`config.mk`:
```
export PLATFORM = sky130hd
export DESIGN_NAME = rotl8_seq
export DESIGN_NICKNAME = d
export VERILOG_FILES = /design/src/rtl/rotl8_seq.sv
export SDC_FILE = /design/constraint.sdc
export NUM_CORES = 1
export LEC_CHECK = 0
export CORE_MARGIN = 5
export CORE_UTILIZATION = 43
export DETAILED_ROUTE_END_ITERATION = 8
export GPL_TIMING_DRIVEN = 0
export PLACE_DENSITY = 0.88
export SLEW_MARGIN = 20
export SYNTH_ARGS = -nofsm -noshare
export SYNTH_HDL_FRONTEND = slang
export SYNTH_SLANG_ARGS = --single-unit
```
`constraint.sdc`:
```
create_clock -name clk -period 1.55 [get_ports clk]
set_input_delay 0.31 -clock clk [delete_from_list [all_inputs] [get_ports clk]]
set_output_delay 0.31 -clock clk [all_outputs]
set_load 0.01 [all_outputs]
```
`src/rtl/rotl8_seq.sv`:
```
// Purpose: sequential left rotator, one bit position per clock; inverse of the 8-bit right rotator.
// Latency: result valid in_amt edges after the accept edge (same-cycle-after for in_amt=0).
// Backpressure: result and out_valid held stable in DONE until out_ready; in_ready only in IDLE.
//
// Ports:
//   clk, rst_n            - clock, synchronous active-low reset
//   in_valid/in_ready     - input handshake carrying in_data (word) and in_amt (left-rotate amount)
//   out_valid/out_ready   - output handshake carrying out_data (rotated word, registered)
//   busy                  - high while a word is in flight (SHIFT or DONE)
module rotl8_seq #(
  parameter int WIDTH = 8,
  parameter int AW    = 3
) (
  input  logic             clk,
  input  logic             rst_n,
  input  logic             in_valid,
  output logic             in_ready,
  input  logic [WIDTH-1:0] in_data,
  input  logic [AW-1:0]    in_amt,
  output logic             out_valid,
  input  logic             out_ready,
  output logic [WIDTH-1:0] out_data,
  output logic             busy
);

  typedef enum logic [1:0] {
    IDLE  = 2'd0,
    SHIFT = 2'd1,
    DONE  = 2'd2
  } state_e;

  state_e           state_q, state_d;
  logic [WIDTH-1:0] data_q, data_d;
  logic [AW-1:0]    cnt_q, cnt_d;
  logic             out_valid_q, in_ready_q, busy_q;

  always_comb begin
    state_d = state_q;
    data_d  = data_q;
    cnt_d   = cnt_q;
    case (state_q)
      IDLE: begin
        if (in_valid) begin
          data_d  = in_data;
          cnt_d   = in_amt;
          // A zero amount needs no rotate step, so skip straight to the result.
          state_d = (in_amt == '0) ? DONE : SHIFT;
        end
      end
      SHIFT: begin
        data_d = {data_q[WIDTH-2:0], data_q[WIDTH-1]};
        cnt_d  = cnt_q - AW'(1);
        // cnt_q counts remaining rotates including this one.
        if (cnt_q == AW'(1)) begin
          state_d = DONE;
        end
      end
      DONE: begin
        if (out_ready) begin
          state_d = IDLE;
        end
      end
      default: begin
        // Unused encoding recovers to IDLE; data is left untouched.
        state_d = IDLE;
      end
    endcase
  end

  // Status outputs are registered from the next state so they line up with state_q.
  always_ff @(posedge clk) begin
    if (!rst_n) begin
      state_q     <= IDLE;
      data_q      <= '0;
      cnt_q       <= '0;
      out_valid_q <= 1'b0;
      in_ready_q  <= 1'b1;
      busy_q      <= 1'b0;
    end else begin
      state_q     <= state_d;
      data_q      <= data_d;
      cnt_q       <= cnt_d;
      out_valid_q <= (state_d == DONE);
      in_ready_q  <= (state_d == IDLE);
      busy_q      <= (state_d != IDLE);
    end
  end

  assign out_data  = data_q;
  assign out_valid = out_valid_q;
  assign in_ready  = in_ready_q;
  assign busy      = busy_q;

endmodule

```
==> impl_metrics.yaml, run 1 <==
drt:
  totalWireLength_um: 1810
  wl_met2_um: 947
  drt-initial-drc-count: 18
  via_count: 743
  drt-pass1-iter-count: 4
  drtAntennaViolNets: 0
  drcViolationCount: 0
  top_layer: "met4"
  wl_per_cell_um: 13.5
  wl_met1_um: 736
  met3_length_um: 65
  viasPerCell: 5.54
clock_tree:
  postCtsSetupBuffers: 0
  cts_root_buf: "clkbuf_4"
  cts.sinks: 16
  cts_resized: 0
  clock_path_buffers: 2
  cts_hold_buffers: 0
  cts-buffers-inserted: 3
  path_clk_slew_ns: 0.09
  cts_tree: "yes"
  clock_latency_ns: 0.29
  htreeDepth: 1
layout:
  final_common_cell: "nand2_1"
  final_util: 0.638
  finalNetCount: 135
  drive_gt1_frac: 0.120
  final_cell_mix: "nand2_1 (19), clkdlybuf4s50_1 (17), dfxtp_1 (15)"
  n_antenna_cell: 0
  fillers: 152
  syn_to_final_growth_pct: 44.0
critical_path:
  crit_type: "reg2out"
  crit_family: "buffers and inverters"
  crit_slowest_cell: "clkdlybuf4s50_1"
  cp.required_ns: 1.24
  worst-path-max-fanout: 1
  start_kind: "flop"
  critPathBufInv: 1
  cp-startpoint: "in_ready"
  slowest_delay_ns: 0.53
  crit_arrival_ns: 1.14
  worstReg2RegStart: "state_q[1]"
  crit_chain: "clkdlybuf4s50_1"
  endpoint_kind: "output pin"
die:
  start_util: 0.443
  core-area_um2: 1690
  fp-row-count: 15
  dieArea_um2: 2670
  die_w_um: 51.7
  fp.dieH_um: 51.7
  ioPinCount: 26
sta:
  clock.fmax_ghz: 0.688
  setup_viol: 0
  worst_slew_margin_rel: 0.766
  timing.final.crit_share: 0.937
  finalClockSkew_ns: 0.000430
  finalMaxSlewViolations: 0
  rsz0062_at_grt: "no"
  hold_viol_final: 0
  max_slew.worst_pin.slew_ns: 0.351
  layout_min_cycle_time_ns: 1.45
  setup_ws_ns: 0.0974
synth:
  seq_area_frac_synth: 0.428
  synthAdderAreaFrac: 0.0334
  synth-compound-area-share: 0.229
  synth_area_leaders: "dfxtp_1 (43%), nand2_1 (9.5%), a31oi_1 (7.5%)"
  synthSimpleGateAreaFrac: 0.216
  muxShareOfSynthArea: 0
  yosys.area.top_type: "dfxtp_1"
  synth_nets: 105
  synth_top_area_frac: 0.428
  syn_inst: 88
  ys_types: 28
  avgSynthCellArea_um2: 8.50
  synth_xor_area_frac: 0
  yosysWarnings: 0
  synth_top_family_by_area: "compound AO/OA/AOI/OAI gates"
  synthesis.area_um2: 748
  ys_ff_latch: 16
min_path:
  hold_path_class: "reg2reg"
  hold_path_startpoint: "cnt_q[2]"
pwr:
  total_leakage_power_nw: 0.538
  peakVddDrop_uv: 495
  power_density_nw_per_um2: 980
global_routing:
  grt_pass1_wl_um: 3060
  grt_pass1_vias: 735
  antenna_found_initial: 0
  grt_use_total: 0.156
  gr-total-overflow: 0
  grt_max_degree: 11
run_status:
  status: "finished clean"
placed_design:
  gp_congestion: 0.827
  hpwl_um: 1360
  place_ws_ns: -0.0102
  portBuffers: 25
flow_run:
  cap_violations: 0
tightest hold or removal path: stages, from the launching register on:
cell and delay (ns):
dfxtp_1 0.33, nand3_1 0.07, a21oi_1 0.05
registers in the layout, indices dropped and copies added, names as in the netlist:
| name | flops |
|---|---|
| busy | 1 |
| cnt_q | 3 |
| in_ready | 1 |
| out_data | 8 |
| out_valid | 1 |
| state_q | 2 |
cells in the mapped netlist, drive strengths merged:
cell	instances
or3b	1
a21oi	2
nor2	2
buf	4
nand3	2
a22oi	1
or3	1
o21ba	1
o21a	1
nand2	19
ha	2
dfxtp	16
o31a	2
a31oi	9
clkbuf	2
nand2b	2
nand3b	1
nor3	1
nor2b	2
o21ai	10
inv	4
nor3b	2
a2bb2oi	1
area by class of cell:
type                            count  area (µm²)  area share
Multi-Input combinational cell     62         358       0.332
Sequential cell                    16         322       0.298
Timing Repair Buffer               25         270       0.251
Buffer                              6        55.1      0.0511
Clock buffer                        4        36.3      0.0337
Tap cell                           17        21.3      0.0197
Inverter                            4        15.0      0.0139
per-layer routing:
metal	vias up	track usage
li1	363	-
met1	357	0.174
met5	-	0
met3	5	0.0229
met4	0	0.118
met2	18	0.265
through the flow:
stage	hold slack [ns]	area, µm²	setup TNS, ns	power, W	std cells
after detailed placement	0.483	1020	-0.0102	0.000793	130
final	0.490	1080	0	0.00106	134
after floorplan	0.445	748	0	0.000658	88
after global placement	0.466	1020	0	0.000783	130
after CTS	0.497	1060	0	0.00107	134
after global routing	0.535	1080	0	0.00113	134
report_power, final:
part	switching (W)	total (W)	internal, W	leakage, nW
combinational	0.000133	0.000291	0.000158	0.384
clock	0.000135	0.000279	0.000143	0.0210
sequential	0.0000288	0.000486	0.000457	0.133
final timing paths:
kind,cells after the start,end,slack (ns)
max,1,in_ready,0.1
min,2,cnt_q[2],0.49
max reg2reg,5,out_data[3],0.37
min reg2reg,2,cnt_q[2],0.49
logic make-up (layout without fill, tap and decap cells):
logic type               Yosys count  in the layout
flip-flops                        16             16
AO/OA/AOI/OAI                     27             27
buffers and inverters             10             39
AND/OR/NAND/NOR                   33             33
adder cells (fa/ha/maj)            2              2
Note: power is estimated with default switching activity, not from simulation.
==> run 2, diff against run 1 <==
Settings changed: CORE_UTILIZATION 43 to 39, CTS_CLUSTER_DIAMETER set to 80, PLACE_DENSITY 0.88 to 0.84.
Clock period 1.55 ns to 1.3 ns, I/O delays scaled along.
==> impl_metrics.yaml, run 2 (synthesis results as in run 1) <==
sta:
  clock.fmax_ghz: 0.825
  layout_min_cycle_time_ns: 1.21
  fin_setup_tns_ns: 0
  finalClockSkew_ns: 0.000558
  timing.final.crit_share: 0.933
  max_slew.worst_pin.slew_ns: 0.346
  hold_slack_ns: 0.493
  worst_slew_margin_rel: 0.769
  setup_viol: 0
  hold_viol_final: 0
  finalMaxSlewViolations: 0
  setup_ws_ns: 0.0873
  rsz0062_at_grt: "no"
global_routing:
  grt_pass1_wl_um: 2860
  grtUsageMet3: 0.0277
  top_usage_layer: "met2"
  gr-total-overflow: 0
  grt_pass1_vias: 685
  antenna_found_initial: 0
  grt_use_total: 0.136
  grt_max_degree: 11
  use_met1: 0.169
  met2_usage: 0.212
placed_design:
  portBuffers: 25
  place_ws_ns: -0.194
  hpwl_um: 1360
  placed_cell_area_um2: 1030
  gp_congestion: 0.813
pwr:
  seqPwrFrac: 0.464
  p_clk_frac: 0.270
  internal_power_w: 0.000886
  power_density_nw_per_um2: 1180
  p_sw_w: 0.000357
  total_leakage_power_nw: 0.455
  swShare: 0.287
  peakVddDrop_uv: 524
  power_w: 0.00124
  power_frac_comb: 0.266
min_path:
  hold_path_class: "reg2reg"
clock_tree:
  cts_root_buf: "clkbuf_4"
  clock_latency_ns: 0.29
  clock_path_buffers: 2
  cts_hold_buffers: 0
  htreeDepth: 1
  postCtsSetupBuffers: 0
  cts_resized: 11
  cts.sinks: 16
  cts-buffers-inserted: 3
  cts_tree: "yes"
  path_clk_slew_ns: 0.09
layout:
  syn_to_final_growth_pct: 40.6
  final_cell_area_um2: 1050
  drive_gt1_frac: 0.111
  n_antenna_cell: 0
  largest_register_ff_count: 8
  final_cell_mix: "nand2_1 (19), dfxtp_1 (16), clkdlybuf4s50_1 (14)"
  fillers: 167
  finalNetCount: 135
  final_common_cell: "nand2_1"
critical_path:
  worst-path-max-fanout: 10
  endpoint_kind: "flop"
  cp.required_ns: 1.49
  crit_arrival_ns: 1.40
  start_kind: "flop"
  crit_type: "reg2reg"
die:
  start_util: 0.420
  fp.dieH_um: 53.8
  ioPinCount: 26
  dieArea_um2: 2890
  die_w_um: 53.8
  fp-row-count: 15
  core-area_um2: 1780
drt:
  drtAntennaViolNets: 0
  viasPerCell: 5.10
  wl_per_cell_um: 12.6
  drt-pass1-iter-count: 4
  drt-initial-drc-count: 21
  drcViolationCount: 0
  totalWireLength_um: 1790
  via_count: 724
flow_run:
  cap_violations: 0
run_status:
  status: "finished clean"
-- run 2: changes by cell type in the layout (fill, tap and decap cells not counted), sizes merged --
cell,previous run,this run
dlygate4sd2,0,11
dlymetal6s2s,8,0
clkdlybuf4s50,17,14
-- run 2: through the flow --
stage	instances	util
floorplan	88	-
global placement	138	0.578
detailed placement	138	0.578
CTS	142	0.590
global route	142	0.590
finish	142	0.590
-- run 2: area by class of cell --
| type | instances | area (µm²) | share of cell area |
|---|---|---|---|
| Inverter | 4 | 15.0 | 0.0143 |
| Multi-Input combinational cell | 62 | 358 | 0.340 |
| Sequential cell | 16 | 320 | 0.304 |
| Tap cell | 25 | 31.3 | 0.0297 |
| Timing Repair Buffer | 25 | 236 | 0.225 |
| Buffer | 6 | 55.1 | 0.0523 |
| Clock buffer | 4 | 36.3 | 0.0345 |
-- run 2: routing by layer --
metal	routed length [µm]	share of wire
met1	770	0.43
met2	859	0.48
met3	108	0.060
met4	49	0.027
met5	0	0
-- run 2: final timing paths --
| check | depth (start not counted) | slack (ns) | start | to |
|---|---|---|---|---|
| setup / recovery | 5 | 0.09 | state_q[1] | cnt_q[1] |
| hold / removal | 2 | 0.49 | cnt_q[2] | cnt_q[2] |
| setup reg to reg | 5 | 0.09 | state_q[1] | cnt_q[1] |
| hold reg to reg | 2 | 0.49 | cnt_q[2] | cnt_q[2] |
-- run 2: power by group through the flow --
stage               Combinational, W  Sequential [W]  Clock, W
floorplan                   0.000181        0.000603         0
global placement            0.000345        0.000589         0
detailed placement          0.000357        0.000590         0
CTS                         0.000334        0.000577  0.000337
global route                0.000363        0.000584  0.000359
finish                      0.000330        0.000577  0.000336
-- run 2: critical path, cell delays in order, from the launching register on --
cell and delay (ns):
dfxtp_1 0.46, o21ba_1 0.20, buf_6 0.14, buf_8 0.13, o21ai_1 0.13, a21oi_1 0.06
==> run 3, diff against run 2 <==
Settings changed: PLACE_DENSITY 0.84 to 0.85.
==> impl_metrics.yaml, run 3 (synthesis results as in run 1) <==
layout:
  n_antenna_cell: 0
  final_util: 0.591
  final_cell_area_um2: 1050
  drive_gt1_frac: 0.120
  finalNetCount: 135
  final_common_cell: "nand2_1"
  largest_register_ff_count: 8
  final_cell_mix: "nand2_1 (19), dfxtp_1 (15), clkdlybuf4s50_1 (14)"
  syn_to_final_growth_pct: 40.8
run_status:
  status: "finished clean"
placed_design:
  placed_cell_area_um2: 1030
  portBuffers: 25
  hpwl_um: 1280
  place_ws_ns: -0.181
  gp_congestion: 0.834
sta:
  setup_viol: 0
  worst_slew_margin_rel: 0.760
  rsz0062_at_grt: "no"
  setup_ws_ns: 0.0990
  max_slew.worst_pin.slew_ns: 0.360
  finalMaxSlewViolations: 0
  finalClockSkew_ns: 0.00657
  layout_min_cycle_time_ns: 1.20
  hold_viol_final: 0
  clock.fmax_ghz: 0.833
  timing.final.crit_share: 0.924
  fin_setup_tns_ns: 0
die:
  ioPinCount: 26
  core-area_um2: 1780
  fp-row-count: 15
  fp.dieH_um: 53.8
  die_w_um: 53.8
  dieArea_um2: 2890
  start_util: 0.420
drt:
  viasPerCell: 4.97
  wl_per_cell_um: 12.5
  drt-pass1-iter-count: 4
  drtAntennaViolNets: 0
  totalWireLength_um: 1780
  drcViolationCount: 0
  drt-initial-drc-count: 8
  via_count: 706
min_path:
  hold_path_class: "reg2reg"
global_routing:
  antenna_found_initial: 0
  gr-total-overflow: 0
  grt_max_degree: 11
  grt_pass1_vias: 700
  grt_use_total: 0.145
  grt_pass1_wl_um: 3040
critical_path:
  r2r_slack_ns: 0.13
  crit_family: "flip-flops"
  crit_type: "reg2out"
  crit_chain: "dlygate4sd2_1"
  start_kind: "flop"
  cp.required_ns: 1.04
  crit_slowest_cell: "dfxtp_1"
  critPathBufInv: 1
  slowest_delay_ns: 0.37
  worst-path-max-fanout: 3
  crit_arrival_ns: 0.94
  endpoint_kind: "output pin"
clock_tree:
  cts.sinks: 16
  clock_latency_ns: 0.28
  cts-buffers-inserted: 3
  cts_tree: "yes"
  cts_resized: 11
  htreeDepth: 1
  clock_path_buffers: 2
  path_clk_slew_ns: 0.10
  postCtsSetupBuffers: 0
  cts_hold_buffers: 0
  cts_root_buf: "clkbuf_4"
pwr:
  peakVddDrop_uv: 527
  power_density_nw_per_um2: 1170
  total_leakage_power_nw: 0.456
flow_run:
  cap_violations: 0
[run 3: worst reg2reg max path: stages, from the launching register on]
cell     delay [ns]
dfxtp_1        0.32
buf_6          0.13
o21ba_1        0.18
buf_6          0.14
buf_8          0.13
o21ai_1        0.12
a21oi_1        0.05
[run 3: per-layer routing]
layer | part of all wire | vias up | GRT usage
met5 | 0 | - | 0
met4 | 0.017 | 0 | 0.0766
met3 | 0.046 | 4 | 0.0166
met2 | 0.44 | 23 | 0.234
met1 | 0.50 | 315 | 0.188
li1 | - | 364 | -
[run 3: per-stage QoR]
| step | hold slack, ns | std cells | total power [W] |
|---|---|---|---|
| after global routing | 0.516 | 142 | 0.00131 |
| after CTS | 0.491 | 142 | 0.00124 |
| after detailed placement | 0.481 | 138 | 0.000942 |
| after global placement | 0.467 | 138 | 0.000934 |
| final | 0.492 | 142 | 0.00123 |
| after floorplan | 0.395 | 88 | 0.000785 |
[run 3: path summary, 6_finish.rpt]
| path | startpoint | endpoint | depth (start not counted) |
|---|---|---|---|
| worst min register to register | out_data[5] | out_data[6] | 2 |
| worst max register to register | state_q[0] | cnt_q[1] | 6 |
| worst max-delay path | out_data[3] | out_data[3] | 1 |
| worst min-delay path | out_data[5] | out_data[6] | 2 |
[run 3: cell type report]
class,count,area [µm²]
Buffer,6,55.1
Clock buffer,4,36.3
Fill cell,155,729
Inverter,4,15.0
Multi-Input combinational cell,62,358
Sequential cell,16,322
Tap cell,25,31.3
Timing Repair Buffer,25,236
[run 3: power breakdown]
part / total [W] / internal, W / switching, W / leakage [nW]
clock network: 0.000324 / 0.000170 / 0.000154 / 0.0210
registers: 0.000579 / 0.000545 / 0.0000343 / 0.133
logic: 0.000328 / 0.000170 / 0.000158 / 0.302
total: 0.00123 / 0.000885 / 0.000346 / 0.456
